## config.mk

```make
export PLATFORM = sky130hd
export DESIGN_NAME = bcm_ram_scheduler
export DESIGN_NICKNAME = d
export VERILOG_FILES = /design/src/rtl/bcm_ram_scheduler.sv
export SDC_FILE = /design/constraint.sdc
export NUM_CORES = 1
export LEC_CHECK = 0
export CORE_MARGIN = 2
export CORE_UTILIZATION = 40
export CTS_CLUSTER_DIAMETER = 100
export DETAILED_ROUTE_END_ITERATION = 12
export DONT_BUFFER_PORTS = 1
export PLACE_DENSITY = 0.65
export SYNTH_ARGS = -nofsm -noshare
export SYNTH_HDL_FRONTEND = slang
export SYNTH_SLANG_ARGS = --single-unit
```

## constraint.sdc

```tcl
create_clock -name clk -period 3 [get_ports clk]
set_input_delay 0.6 -clock clk [delete_from_list [all_inputs] [get_ports clk]]
set_output_delay 0.6 -clock clk [all_outputs]
set_load 0.1 [all_outputs]
```

## src/rtl/bcm_ram_scheduler.sv

```systemverilog
// rtl/bcm_ram_scheduler.sv - RAM access scheduler: UART writes, row-pair plane reads, full clear
module bcm_ram_scheduler (
    input  logic        clk,
    input  logic        cleanReset_n,
    input  logic        rd_req,
    input  logic [4:0]  rd_row,
    input  logic        clr_req,
    input  logic        wr_valid,
    input  logic [6:0]  wr_addr,
    input  logic [63:0] wr_data,
    output logic        wr_ready,
    output logic        busy,
    output logic        rd_done,
    output logic        rd_err,
    output logic        clr_done,
    output logic [63:0] R1,
    output logic [63:0] R2,
    output logic [63:0] G1,
    output logic [63:0] G2,
    output logic [63:0] B1,
    output logic [63:0] B2,
    output logic        ram_we,
    output logic [6:0]  ram_addr,
    output logic [63:0] ram_din,
    input  logic [63:0] ram_dout
);

    localparam logic [1:0] S_IDLE  = 2'd0;
    localparam logic [1:0] S_READ  = 2'd1;
    localparam logic [1:0] S_CLEAR = 2'd2;

    logic [1:0]  r_state;
    logic [2:0]  r_cnt;
    logic [6:0]  r_base;
    logic [63:0] r_shadow [0:5];
    logic        w_row_ok;
    logic [6:0]  w_base;

    assign w_row_ok = (rd_row <= 5'd20);
    assign w_base   = {2'b00, rd_row} * 7'd6;
    assign busy     = (r_state != S_IDLE);
    assign wr_ready = (r_state == S_IDLE) & ~clr_req & ~rd_req;

    always_ff @(posedge clk or negedge cleanReset_n) begin
        if (!cleanReset_n) begin
            r_state  <= S_IDLE;
            r_cnt    <= '0;
            r_base   <= '0;
            ram_we   <= 1'b0;
            ram_addr <= '0;
            ram_din  <= '0;
            rd_done  <= 1'b0;
            rd_err   <= 1'b0;
            clr_done <= 1'b0;
            R1       <= '0;
            R2       <= '0;
            G1       <= '0;
            G2       <= '0;
            B1       <= '0;
            B2       <= '0;
            for (int i = 0; i < 6; i++) r_shadow[i] <= '0;
        end else begin
            ram_we   <= 1'b0;
            rd_done  <= 1'b0;
            rd_err   <= 1'b0;
            clr_done <= 1'b0;
            case (r_state)
                S_IDLE: begin
                    if (clr_req) begin
                        r_state  <= S_CLEAR;
                        ram_we   <= 1'b1;
                        ram_addr <= '0;
                        ram_din  <= '0;
                    end else if (rd_req) begin
                        if (w_row_ok) begin
                            r_state  <= S_READ;
                            ram_addr <= w_base;
                            r_base   <= w_base;
                            r_cnt    <= '0;
                        end else begin
                            rd_err <= 1'b1;
                        end
                    end else if (wr_valid) begin
                        ram_we   <= 1'b1;
                        ram_addr <= wr_addr;
                        ram_din  <= wr_data;
                    end
                end
                S_READ: begin
                    // r_cnt counts cycles since the read started; data trails the address by one
                    if (r_cnt < 3'd5) ram_addr <= r_base + {4'b0000, r_cnt} + 7'd1;
                    if (r_cnt != 3'd0) r_shadow[r_cnt - 3'd1] <= ram_dout;
                    if (r_cnt == 3'd6) begin
                        R1      <= r_shadow[0];
                        R2      <= r_shadow[1];
                        G1      <= r_shadow[2];
                        G2      <= r_shadow[3];
                        B1      <= r_shadow[4];
                        B2      <= ram_dout;
                        rd_done <= 1'b1;
                        r_state <= S_IDLE;
                    end
                    r_cnt <= r_cnt + 3'd1;
                end
                S_CLEAR: begin
                    ram_addr <= ram_addr + 7'd1;
                    if (ram_addr == 7'd127) begin
                        clr_done <= 1'b1;
                        r_state  <= S_IDLE;
                    end else begin
                        ram_we <= 1'b1;
                    end
                end
                default: r_state <= S_IDLE;
            endcase
        end
    end

endmodule

```

## Word-level counts from Yosys, hierarchy flattened

Index checks and enable logic that the tools add are counted.

- Register bits: 854
- Input port bits: 145
- Output and inout port bits: 461
- Word-level logic and storage cells: 100

- Add/sub/neg operators: 5
- Multiply operators: 1
- Magnitude comparators: 4
- Equal/unequal tests: 15
- Mux-type cells: 35
- Bitwise operators: 5
- Reduce and logical (&&, ||, !) cells: 14

Operator list:

| kind | number |
|---|---|
| bitwise mux 384 bit | 1 |
| 2-to-1 mux 64 bit | 4 |
| demux 64 bit (select 3 bit) | 1 |
| 2-to-1 mux 7 bit | 5 |
| case mux 7 bit (3 select lines) | 1 |
| AND reduction 4 bit | 4 |
| adder 7 x 1 -> 7 bit (second input constant) | 2 |
| 2-to-1 mux 1 bit | 12 |
| inequality test 2 bit (second input constant) | 6 |
| 2-to-1 mux 2 bit | 5 |
| 2-to-1 mux 3 bit | 3 |
| inequality test 4 bit (second input constant) | 2 |
| adder 7 x 3 -> 7 bit | 1 |
| == test 7 bit (second input constant) | 1 |
| multiplier 5 x 2 -> 6 bit (second input constant) | 1 |
| inequality test 3 bit (second input constant) | 2 |
| case mux 2 bit (3 select lines) | 1 |
| case mux 3 bit (2 select lines) | 1 |
| nonzero test 2 bit | 3 |
| nonzero test 3 bit | 2 |
| less-or-equal comparator 5 bit (second input constant) | 1 |
| greater-or-equal comparator 4 bit (second input constant) | 1 |
| less-than comparator 4 x 1 -> 1 bit (second input constant) | 1 |
| inverter 3 -> 4 bit | 1 |
| other kinds (14) | 17 |

## Longest topological paths before layout

- Depth in word-level cells: 7
- Depth in mapped cells: 9
- Depth with buffers taken out: 8

## Worst setup path after synthesis

Ideal clock, no wire load.

- Path type: input to output
- Start point: in clr_req
- End point: out wr_ready
- Arrival time: 2.157 ns
- Data required time: 2.400 ns
- Slack: 0.243 ns
- Stages: 3
- Cells stage by stage: buf_2 nand2b_4 nor2_1

- Word-level cells in the longest chain between the ends: 3

Ends and longest elaborated chain:

| item | line | text |
|---|---|---|
| from (decl) | 7 | `input logic clr_req,` |
| inverter 1 bit (no line) | n/a |  |
| bitwise AND 1 bit (2 in a row) | 42 | `assign wr_ready = (r_state == S_IDLE) & ~clr_req & ~rd_req;` |
| to (decl) | 11 | `output logic wr_ready,` |

Every way passes these cells.

## Worst setup path after layout

- Start point: reg r_state[1]
- End point: out wr_ready

- Word-level cells in the longest chain between the ends: 3

Ends and longest elaborated chain:

| item | line | text |
|---|---|---|
| from (decl) | 32 | `logic [1:0] r_state;` |
| from (signal assigned) | 46 | `r_state <= S_IDLE;` |
| from (signal assigned) | 70 | `r_state <= S_CLEAR;` |
| from (signal assigned) | 76 | `r_state <= S_READ;` |
| zero test 2 bit | 42 |  |
| bitwise AND 1 bit (2 in a row) | 42 |  |

Every way passes these cells.

==> impl_metrics.tcl <==
set metrics [dict create \
    status "finished with violations" \
    violations "hold timing, slew limit" \
    syn_nets 2799 \
    synth_common_cells "1,172 x nand2_1, 790 x dfrtp_1, 310 x mux2_2" \
    maxSlewHeadroom_pct -85.23 \
    use_met2_pct 31.60 \
    avgViaCountPerCell 5.171 \
    rows 100 \
    fin_skew_ps 25.41 \
    final.setup.worst_slack_ps 292.0 \
    synth_top_area_cell "dfrtp_1" \
    routed_wl_um 76600 \
    whs_ps -308.9 \
    fin_util_pct 45.68 \
    p_per_area_nw_per_um2 1044 \
    dp_slack_ps 503.6 \
    grt_max_degree 791 \
    synth_area_sq_um 30260 \
    busiest_layer "met2" \
    dpl_cell_area_sq_um 31280 \
    tightest_slew_ps 2778 \
    cts_root_buf "clkbuf_16" \
    hold_violations 97 \
    required_ps 2400 \
    hp-class "in2async" \
    die_w_um 279.0 \
    io_pins 606 \
    multi_input_area_sq_um 9693 \
    fillers 6704 \
    cts_tree "yes" \
    reg2reg_setup_slack_ps 460 \
    synthArstFlopShare_pct 100.0 \
    ys_types 55 \
    ant_nets 0 \
    period_share_pct 90.27 \
    worstPathMaxFanout 8 \
    netlist.area_leader.share_pct 65.34 \
    rsz0062_at_grt "false" \
    syn_area_per_cell_sq_um 11.48 \
    grt_use_met3_pct 7.489 \
    finalNetCount 2786 \
    setup_viol 0 \
    numCtsBuffers 85 \
    grt_pass1_vias 19530 \
    grt_pass1_wl_um 118100 \
    end_kind "primary output" \
    area_growth_pct 12.79 \
    drcViolationCount 0 \
    fmax_mhz 369.3 \
    die_y_um 279.0 \
    grt_antenna_before_repair 3 \
    synth_edf_count 0 \
    path_clk_slew_ps 60 \
    leakage_nw 17.52 \
    seq_area_frac_synth_pct 65.34 \
    irDropWorstVdd_mv 0.6055 \
    firstDrtPassIters 5 \
    critPathKind "reg2out" \
    overflow 0 \
    startpoint_type "flop" \
    cts_resized 0 \
    gp_congestion 0.8642 \
    gr-usage-met1_pct 23.91 \
    port_buffers 0 \
    wl_per_cell_um 20.96 \
    via_count 18900 \
    grt_usage_pct 19.47 \
    ys_dominant_reg_cell "dfrtp_1" \
    arrival_ps 2110 \
    diodes 0 \
    clk_latency_ps 620 \
    syn_inst 2635 \
    post_cts_buffers 0 \
    yosysMostFrequentCell "nand2_1" \
    report.final.slew_viol_count 671 \
    ys_seq_elements 790 \
    start_util_pct 40.50 \
    seq_area_sq_um 19770 \
    hpwl_um 49950 \
    yosys_warnings 0 \
    max_cap_viol_count 0 \
    drive_above_1_share_pct 18.73 \
    ys_top_cells_by_area "dfrtp_1 65%, nand2_1 15%, mux2_2 12%, a22o_1 1.9%, buf_6 0.97%" \
    fin_crit_ps 2708 \
    die-area_sq_um 77860 \
    fin_tns_setup_ps 0 \
    cts.sinks 790 \
    coreArea_sq_um 74700 \
    clockBufferDepth 3 \
    final_area_sq_um 34120 \
    first_iter_violations 1501 \
    htree_levels 3 \
]
[per-stage QoR]
step / instances / power, mW / hold WS (ps)
6_report: 3654 / 35.63 / -308.9
5_1_grt: 3654 / 37.13 / -361.6
4_1_cts: 3654 / 35.98 / -352.9
3_5_place_dp: 3504 / 25.30 / 323.8
3_3_place_gp: 3504 / 24.98 / 330.5
2_1_floorplan: 2635 / 23.82 / 304.4
[worst paths after layout]
path	startpoint	end	cells past startpoint
min in group clk	ram_dout[43]	B2[43]	2
hold reg to reg	r_shadow[243]	G1[51]	2
setup / recovery	r_state[1]	wr_ready	5
max in group asynchronous	cleanReset_n	r_shadow[89]	0
setup reg to reg	r_state[1]	r_shadow[154]	5
hold / removal	cleanReset_n	r_shadow[256]	0
[worst max-delay path: stages (launching register included)]
cell	delay [ps]
dfrtp_1	390
inv_1	110
ha_1	450
nand2b_4	130
nor2_2	100
buf_4	300
[power by group]
group	total, mW	internal [mW]	leakage, nW	switching (mW)
clock	10.5	6.22	1.40	4.31
combinational	4.43	2.22	5.76	2.21
sequential	20.7	13.0	10.4	7.63
[metal layers]
layer | vias up | wire [um]
li1 | 8495 | -
met1 | 9619 | 30190
met2 | 646 | 36780
met3 | 136 | 7320
met4 | 0 | 2307
met5 | - | 0
[registers in the layout (all words and copies together) (netlist names)]
register  flops
r_shadow    320
B1           64
B2           64
G1           64
G2           64
R1           64
R2           64
ram_din      64
ram_addr      7
r_base        6
r_cnt         3
r_state       2
clr_done      1
ram_we        1
rd_done       1
rd_err        1
[cell type report]
type	count	area share, %
clock inverters	34	1.239
inverters	15	0.1870
flip-flops and latches	790	57.93
repair buffers	40	1.577
multi-input cells	1690	28.41
well taps	969	3.553
clock buffers	116	7.106
[placed cells by master, fill, tap and decap left out, types with 14 or more instances in the layout]
| cell | n |
|---|---|
| buf_4 | 21 |
| buf_12 | 19 |
| nand2_1 | 1172 |
| ha_1 | 17 |
| clkbuf_8 | 16 |
| dfrtp_1 | 790 |
| clkbuf_1 | 14 |
| mux2_1 | 14 |
| clkbuf_16 | 86 |
| mux2_2 | 310 |
| clkinv_2 | 16 |
| inv_1 | 14 |
| a22o_1 | 66 |
[cells by family after synthesis]
group | synth area share (%)
simple gates | 15.58
buf+inv | 2.796
flops | 65.34
compound gates | 3.027
mux | 12.16
fa+ha+maj | 0.8354
xor+xnor | 0.2605
Note: power is estimated with default switching activity, not from simulation.
